**src/rtl/mips_fetch_unit.sv**
```systemverilog
// Instruction-fetch front end: owns the word-addressed PC, issues pipelined
// requests to a variable-latency instruction memory and buffers words for decode.
module mips_fetch_unit #(
    parameter int                ADDR_W   = 32,
    parameter int                DATA_W   = 32,
    parameter int                DEPTH    = 4,
    parameter logic [ADDR_W-1:0] RESET_PC = '0
) (
    input  logic              clock,
    input  logic              reset_n,
    output logic              imem_req_valid,
    input  logic              imem_req_ready,
    output logic [ADDR_W-1:0] imem_req_addr,
    input  logic              imem_resp_valid,
    input  logic [DATA_W-1:0] imem_resp_data,
    output logic              instr_valid,
    input  logic              instr_ready,
    output logic [DATA_W-1:0] instr_data,
    output logic [ADDR_W-1:0] instr_pc,
    input  logic              redirect,
    input  logic [ADDR_W-1:0] redirect_pc,
    input  logic              halt,
    output logic              busy
);
    localparam int PW = $clog2(DEPTH);
    localparam int CW = $clog2(DEPTH + 1);
    localparam logic [CW:0] DEPTH_SUM = (CW+1)'(DEPTH);

    typedef enum logic [1:0] {S_WAIT, S_RUN, S_HALT} state_t;

    state_t            state, state_n;
    logic [ADDR_W-1:0] fetch_pc, fetch_pc_n;
    logic [CW-1:0]     outstanding, outstanding_n;
    logic [CW-1:0]     fifo_count, fifo_count_n;
    logic [CW-1:0]     drop_cnt, drop_cnt_n;
    logic [PW-1:0]     fifo_rd, fifo_wr, tag_rd, tag_wr;
    logic [CW:0]       credit_sum;
    logic              accept, resp_live, drop, push, pop, req_valid_n;

    logic [ADDR_W-1:0] tag_mem   [DEPTH];
    logic [ADDR_W-1:0] fifo_pc   [DEPTH];
    logic [DATA_W-1:0] fifo_data [DEPTH];

    assign accept    = imem_req_valid & imem_req_ready;
    // A response with nothing outstanding belongs to a request issued before reset.
    assign resp_live = imem_resp_valid & (outstanding != '0);
    assign drop      = resp_live & (drop_cnt != '0);
    assign push      = resp_live & ~drop & ~redirect;
    assign pop       = instr_valid & instr_ready & ~redirect;

    // NOTE: every signal written here is assigned on every path, so no latch is inferred.
    always_comb begin
        outstanding_n = outstanding + CW'(accept) - CW'(resp_live);
        fifo_count_n  = redirect ? '0 : fifo_count + CW'(push) - CW'(pop);
        // Everything still in flight after this cycle was fetched down the old path.
        drop_cnt_n    = redirect ? outstanding_n : drop_cnt - CW'(drop);
        fetch_pc_n    = redirect ? redirect_pc : fetch_pc + ADDR_W'(accept);

        if (state == S_WAIT)
            state_n = S_RUN;
        else if (halt && !redirect)
            state_n = S_HALT;
        else
            state_n = S_RUN;

        credit_sum  = {1'b0, outstanding_n} + {1'b0, fifo_count_n};
        req_valid_n = (state_n == S_RUN) && (credit_sum < DEPTH_SUM);
    end

    // NOTE: sequential state uses non-blocking assignments so every register samples pre-edge values.
    always_ff @(posedge clock or negedge reset_n) begin
        if (!reset_n) begin
            state          <= S_WAIT;
            fetch_pc       <= RESET_PC;
            outstanding    <= '0;
            fifo_count     <= '0;
            drop_cnt       <= '0;
            fifo_rd        <= '0;
            fifo_wr        <= '0;
            tag_rd         <= '0;
            tag_wr         <= '0;
            imem_req_valid <= 1'b0;
        end else begin
            state          <= state_n;
            fetch_pc       <= fetch_pc_n;
            outstanding    <= outstanding_n;
            fifo_count     <= fifo_count_n;
            drop_cnt       <= drop_cnt_n;
            imem_req_valid <= req_valid_n;
            if (redirect) begin
                fifo_rd <= fifo_wr;
                tag_rd  <= tag_wr;
            end else begin
                if (push)   fifo_wr <= fifo_wr + PW'(1);
                if (pop)    fifo_rd <= fifo_rd + PW'(1);
                if (accept) tag_wr  <= tag_wr + PW'(1);
                if (push)   tag_rd  <= tag_rd + PW'(1);
            end
        end
    end

    // NOTE: storage arrays have no reset; pointers and counts decide which entries are live.
    always_ff @(posedge clock) begin
        if (accept && !redirect)
            tag_mem[tag_wr] <= fetch_pc;
        if (push) begin
            fifo_pc[fifo_wr]   <= tag_mem[tag_rd];
            fifo_data[fifo_wr] <= imem_resp_data;
        end
    end

    assign imem_req_addr = fetch_pc;
    assign instr_valid   = (fifo_count != '0);
    assign instr_pc      = instr_valid ? fifo_pc[fifo_rd]   : '0;
    assign instr_data    = instr_valid ? fifo_data[fifo_rd] : '0;
    assign busy          = (outstanding != '0);

endmodule

```
**config.mk**
```make
export PLATFORM = sky130hd
export DESIGN_NAME = mips_fetch_unit
export DESIGN_NICKNAME = d
export VERILOG_FILES = /design/src/rtl/mips_fetch_unit.sv
export SDC_FILE = /design/constraint.sdc
export NUM_CORES = 1
export LEC_CHECK = 0
export ABC_CLOCK_PERIOD_IN_PS = 3250
export BUFFER_PORTS_ARGS = -buffer_cell sky130_fd_sc_hd__buf_4
export CORE_MARGIN = 10
export CORE_UTILIZATION = 40
export DETAILED_ROUTE_END_ITERATION = 10
export HOLD_SLACK_MARGIN = 0.15
export SYNTH_ARGS = -nofsm -noshare
export SYNTH_HDL_FRONTEND = slang
export SYNTH_SLANG_ARGS = --single-unit
```
**constraint.sdc**
```tcl
create_clock -name clock -period 3.25 [get_ports clock]
set_input_delay 0 -clock clock [delete_from_list [all_inputs] [get_ports clock]]
set_output_delay 0 -clock clock [all_outputs]
set_load 0.03 [all_outputs]
```
======== Yosys cells after proc, flatten, opt, wreduce, memory -nomap -nowiden ========
Memory sizes are Yosys's and may differ from the RTL's.
Index checks and enable logic that the tools add are counted.
storage, ports and cells
  register bits after elaboration ......... 52
  memory bits (writable) .................. 384
  bits of input ports ..................... 71
  output and inout port bits .............. 99
  word-level logic and storage cells ...... 62
  memories kept ........................... 3
memory list
  name       depth  width  read ports  clocked after Yosys merged registers in  write ports  line  text
  fifo_data  4      32     1           0                                        1            42    logic [DATA_W-1:0] fifo_data [DEPTH];
  fifo_pc    4      32     1           0                                        1            41    logic [ADDR_W-1:0] fifo_pc [DEPTH];
  tag_mem    4      32     1           0                                        1            40    logic [ADDR_W-1:0] tag_mem [DEPTH];
operators by class
  $add $sub $neg .......................... 11
  order comparisons ....................... 1
  eq/ne operators ......................... 1
  mux-type cells .......................... 15
  bitwise logic cells ..................... 9
  reductions and logical operators ........ 12
operators with widths
  operator             number
  $mux 32              3
  $add 32x1->32        1
  $mux 2               6
  $reduce_bool 3->1    3
  $sub 3x1->3          3
  $add 2x1->2 const B  4
  $and 1x1->1          7
  $add 3x1->3          2
  $mux 3               2
  $add 3x3->4          1
  $lt 4x3->1 const B   1
  $mux 1               4
  $reduce_and 2->1     2
  $reduce_bool 2->1    2
  $logic_and 1x1->1    3
  $eq 2x1->1 const B   1
  $logic_not 2->1      1
  $not 1->1            2
  $logic_not 1->1      1

======== Logic depth before layout (Yosys ltp) ========
  depth after elaboration ................. 12
  depth in mapped cells ................... 14

======== Worst setup path before layout ========
OpenSTA, ideal clock, no wires.
  path type ............................... register to register
  start ................................... register drop_cnt[1]
  end ..................................... register imem_req_valid
  library setup time ...................... 0.099 ns
  arrival time ............................ 2.973 ns
  required time ........................... 3.151 ns
  slack ................................... 0.178 ns
  cell stages (with the launch flop) ...... 15
  path buffers ............................ 0
  clock period less this slack ............ 3.072 ns
  path through ............................ dfrtp_1 -> nor3_1 -> nand2_1 -> nor2_1 -> inv_1 -> ha_1 -> inv_1 -> ha_1 -> inv_1 -> fa_1 -> xnor2_1 -> nor2_1 -> ha_1 -> or3_1 -> a311oi_1
on the way
  word-level cells in the longest chain between the ends .. 11
ends and longest elaborated chain
  what                      line  text
  from (decl)               35    logic [CW-1:0] drop_cnt, drop_cnt_n;
  from (signal assigned)    88    drop_cnt <= drop_cnt_n;
  $reduce_bool 3->1         47    assign drop = resp_live & (drop_cnt != '0);
  $and 1x1->1               47
  $not 1->1                 48    assign push = resp_live & ~drop & ~redirect;
  $and 1x1->1 (2 in a row)  48
  $add 3x1->3               54    fifo_count_n = redirect ? '0 : fifo_count + CW'(push) - CW'(pop);
  $sub 3x1->3               54
  $mux 3                    54
  net fifo_count_n[2]       34    logic [CW-1:0] fifo_count, fifo_count_n;
  $add 3x3->4               66    credit_sum = {1'b0, outstanding_n} + {1'b0, fifo_count_n};
  $lt 4x3->1                67    req_valid_n = (state_n == S_RUN) && (credit_sum < DEPTH_SUM);
  $logic_and 1x1->1         67
  net req_valid_n           38    logic accept, resp_live, drop, push, pop, req_valid_n;
  to (signal assigned)      89    imem_req_valid <= req_valid_n;
  to (decl)                 11    output logic imem_req_valid,
The timed path passes the listed nets, and every way through them passes these cells.
A chain may end at the register's enable or synchronous reset.

======== Final worst setup path ========
  start ................................... register imem_req_valid
  end ..................................... register fetch_pc[20] (netlist: imem_req_addr[20])
on the way
  word-level cells in the longest chain between the ends .. 3
ends and longest elaborated chain
  what                  line  text
  $and 1x1->1           44    assign accept = imem_req_valid & imem_req_ready;
  $add 32x1->32         57    fetch_pc_n = redirect ? redirect_pc : fetch_pc + ADDR_W'(accept);
  $mux 32               57
  net fetch_pc_n[20]    32    logic [ADDR_W-1:0] fetch_pc, fetch_pc_n;
  to (signal assigned)  85    fetch_pc <= fetch_pc_n;
  to (decl)             32
The timed path passes the listed nets, and every way through them passes these cells.

==> impl_metrics.env <==
export IMPL_slew_limit_headroom=0.5102
export IMPL_synth_seq_area_share=0.7468
export IMPL_avgSynthCellArea_sq_um=19.37
export IMPL_netSwitchingPower_mw=5.312
export IMPL_crit_path_end_kind="flip-flop"
export IMPL_fillers=3395
export IMPL_vias=9219
export IMPL_slew_violations=0
export IMPL_antennaDiodeCount=0
export IMPL_ys_seq_elements=436
export IMPL_final_layout_size_suffix_gt1_frac=0.2973
export IMPL_worst_slew_pin_slew_ns=0.7346
export IMPL_ff2ff_setup_slack_ns=0.22
export IMPL_max_freq_mhz=329.8
export IMPL_grt_total_usage=0.1460
export IMPL_p_seq_frac=0.414
export IMPL_worstSetupStartpointType="flip-flop"
export IMPL_hold_class="in -> reg"
export IMPL_cts_tree="yes"
export IMPL_synth_distinct_cells=37
export IMPL_syn_area_sq_mm=0.01718
export IMPL_clock_path_buffers=3
export IMPL_finClkSkew_ns=0.02101
export IMPL_drt_vias_per_instance=5.159
export IMPL_yosys_warnings=0
export IMPL_dp_hpwl_um=21940
export IMPL_cts_buffers=46
export IMPL_drc=0
export IMPL_grt_pass1_wl_um=57720
export IMPL_initial_core_util=0.4069
export IMPL_clockPowerShare=0.294
export IMPL_maxCapViolCount=0
export IMPL_root_buffer="clkbuf_16"
export IMPL_clock_sinks=436
export IMPL_outcome="completed"
export IMPL_io_pins=170
export IMPL_wl_um=37080
export IMPL_totalPowerFinal_mw=17.40
export IMPL_grt_pass1_vias=9773
export IMPL_core_sq_mm=0.04223
export IMPL_dp_cells=1572
export IMPL_wire_per_inst_um=20.75
export IMPL_synth_main_ff_cell="edfxtp_1"
export IMPL_cp_data_arrival_time_ns=3.52
export IMPL_numPortBuffers=169
export IMPL_insertion_delay_ns=0.57
export IMPL_path_max_fanout=7
export IMPL_die_h_um=227.3
export IMPL_routabilityCongestion=0.7530
export IMPL_setup_ws_ns=0.2176
export IMPL_syn2layout_area_growth_pct=28.22
export IMPL_fin_tns_setup_ns=0
export IMPL_hold_viol=0
export IMPL_period_share=0.9330
export IMPL_htree_num_levels=2
export IMPL_rsz0062_at_grt="no"
export IMPL_die_area_sq_mm=0.05165
export IMPL_setup_worst_path_class="reg -> reg"
export IMPL_finalSetupViolCount=0
export IMPL_place_ws_ns=0.1078
export IMPL_detail_route_antenna_nets=0
export IMPL_grt_ovfl_total=0
export IMPL_grt_start_max_net_pins=67
export IMPL_syn_inst=887
export IMPL_fin_nets=1301
export IMPL_grt_antenna_before_repair=0
export IMPL_drtIter0Drc=694
export IMPL_swShare=0.3052
export IMPL_multi_input_area_sq_mm=0.004119
export IMPL_combPwrFrac=0.292
export IMPL_power_density_mw_per_mm2=790.0
export IMPL_firstDrtPassIters=5
export IMPL_fin_cells=1787
export IMPL_regArea_sq_mm=0.01284
export IMPL_die_w_um=227.3
export IMPL_synth_nets=978
export IMPL_p_leak_nw=7.676
export IMPL_row_count=75
export IMPL_clk_pin_slew_ns=0.06
export IMPL_min_period_ns=3.032
export IMPL_synth_edf_count=384
export IMPL_irDropWorstVdd_v=0.0004987
export IMPL_internal_power_mw=12.09
export IMPL_ys_async_sr_fraction=0.1193
export IMPL_crit_required_ns=3.74
## final timing paths
path,from,to,depth (start not counted)
worst max-delay path,imem_req_valid,imem_req_addr[20],9
worst min-delay path,imem_resp_data[1],fifo_data[3][1],2
worst max register to register,imem_req_valid,imem_req_addr[20],9
worst min register to register,state[0],state[1],1
max in group asynchronous,reset_n,fifo_rd[1],4
min in group asynchronous,reset_n,imem_req_addr[1],4
## per-layer routing
metal / vias to the layer above / GRT usage / routed length, um
li1: 4199 / - / -
met1: 4737 / 0.1940 / 16320
met2: 219 / 0.2330 / 17810
met3: 64 / 0.03127 / 1967
met4: 0 / 0.05417 / 977
met5: - / 0 / 0
## synth_stat cells, drive strengths merged (2+ instances only)
master / count / area share
o31ai: 11 / 0.0048
or3: 9 / 0.0033
edfxtp: 384 / 0.67
nor3: 3 / 0.00087
mux2: 3 / 0.0020
or4: 13 / 0.0059
nor2: 24 / 0.0052
inv: 18 / 0.0039
a31oi: 16 / 0.0058
and4: 4 / 0.0021
nand3: 13 / 0.0044
ha: 18 / 0.013
nor4: 4 / 0.0015
clkbuf: 24 / 0.0052
nand2: 32 / 0.0070
nor2b: 2 / 0.00073
xnor2: 16 / 0.0082
fa: 2 / 0.0023
buf: 18 / 0.0055
nand4: 10 / 0.0040
dfrtp: 52 / 0.076
and2: 73 / 0.027
o21ai: 26 / 0.0076
xor2: 9 / 0.0046
and3: 2 / 0.00073
mux4: 96 / 0.13
## sequential cells by signal (all words and copies together) (netlist names)
signal          flops
state               2
fifo_data         128
tag_wr              2
drop_cnt            3
fifo_wr             2
fifo_count          3
imem_req_valid      1
fifo_pc           128
tag_rd              2
tag_mem           128
outstanding         3
imem_req_addr      32
fifo_rd             2
## cells by family (layout without fill, tap and decap cells)
group,count (synthesis),after routing,share of synthesized area
fa+ha+maj,20,20,0.01544
buf+inv,61,422,0.01485
simple gates,189,189,0.06226
compound gates,57,57,0.02010
xor+xnor,25,25,0.01274
mux,99,99,0.1278
flops,436,436,0.7468
## per-stage QoR
stage / cell area (sq um) / util / hold WS [ns]
floorplan: 17180 / - / -0.2956
global placement: 19230 / 0.4554 / 0.08936
detailed placement: 19230 / 0.4554 / 0.09012
CTS: 22000 / 0.5209 / 0.1516
global route: 22030 / 0.5217 / 0.1746
finish: 22030 / 0.5217 / 0.1927
## power groups by stage
stage | sequential (mW) | clock [mW] | combinational [mW]
floorplan | 7.14 | 0 | 3.38
global placement | 7.32 | 0 | 4.99
detailed placement | 7.34 | 0 | 5.04
CTS | 7.23 | 5.25 | 5.20
global route | 7.29 | 5.49 | 5.52
finish | 7.21 | 5.12 | 5.07
## area by class of cell
cell class,instances,share of cell area
multi-input cells,390,0.1869
flip-flops and latches,436,0.5828
inverters,19,0.003237
clock buffers,69,0.06133
clock inverters,17,0.006247
well taps,539,0.03061
repair buffers,317,0.1288
## layout by cell type (no fill, tap or decap), drive strengths merged, types with 2 or more instances in the layout
cell type	instances
nand4	10
clkinvlp	3
nand3	13
buf	192
xnor2	16
ha	18
o31ai	11
inv	19
and3	2
a31oi	16
xor2	9
mux4	96
or3	9
dlygate4sd3	125
o21ai	26
and2	73
clkinv	12
mux2	3
nor4	4
and4	4
dfrtp	52
nor2	24
nor2b	2
or4	13
clkbuf	69
nor3	3
bufinv	2
nand2	32
edfxtp	384
fa	2
## critical path, cell delays in order (launching register included)
cell           delay, ns
dfrtp_1             0.35
nand2_1             0.11
inv_1               0.07
ha_1                0.28
ha_2                0.27
nand4_1             0.23
or3_4               0.51
or4_1               0.41
a31oi_1             0.16
dlygate4sd3_1       0.56
## timing repair
item,4_1_cts,5_1_grt
resized for setup,0,3
endpoints found under the setup margin,0,4
hold endpoints to repair,232,0
hold buffers,126,0
buffers inserted,0,3
Note: power is estimated with default switching activity, not from simulation.
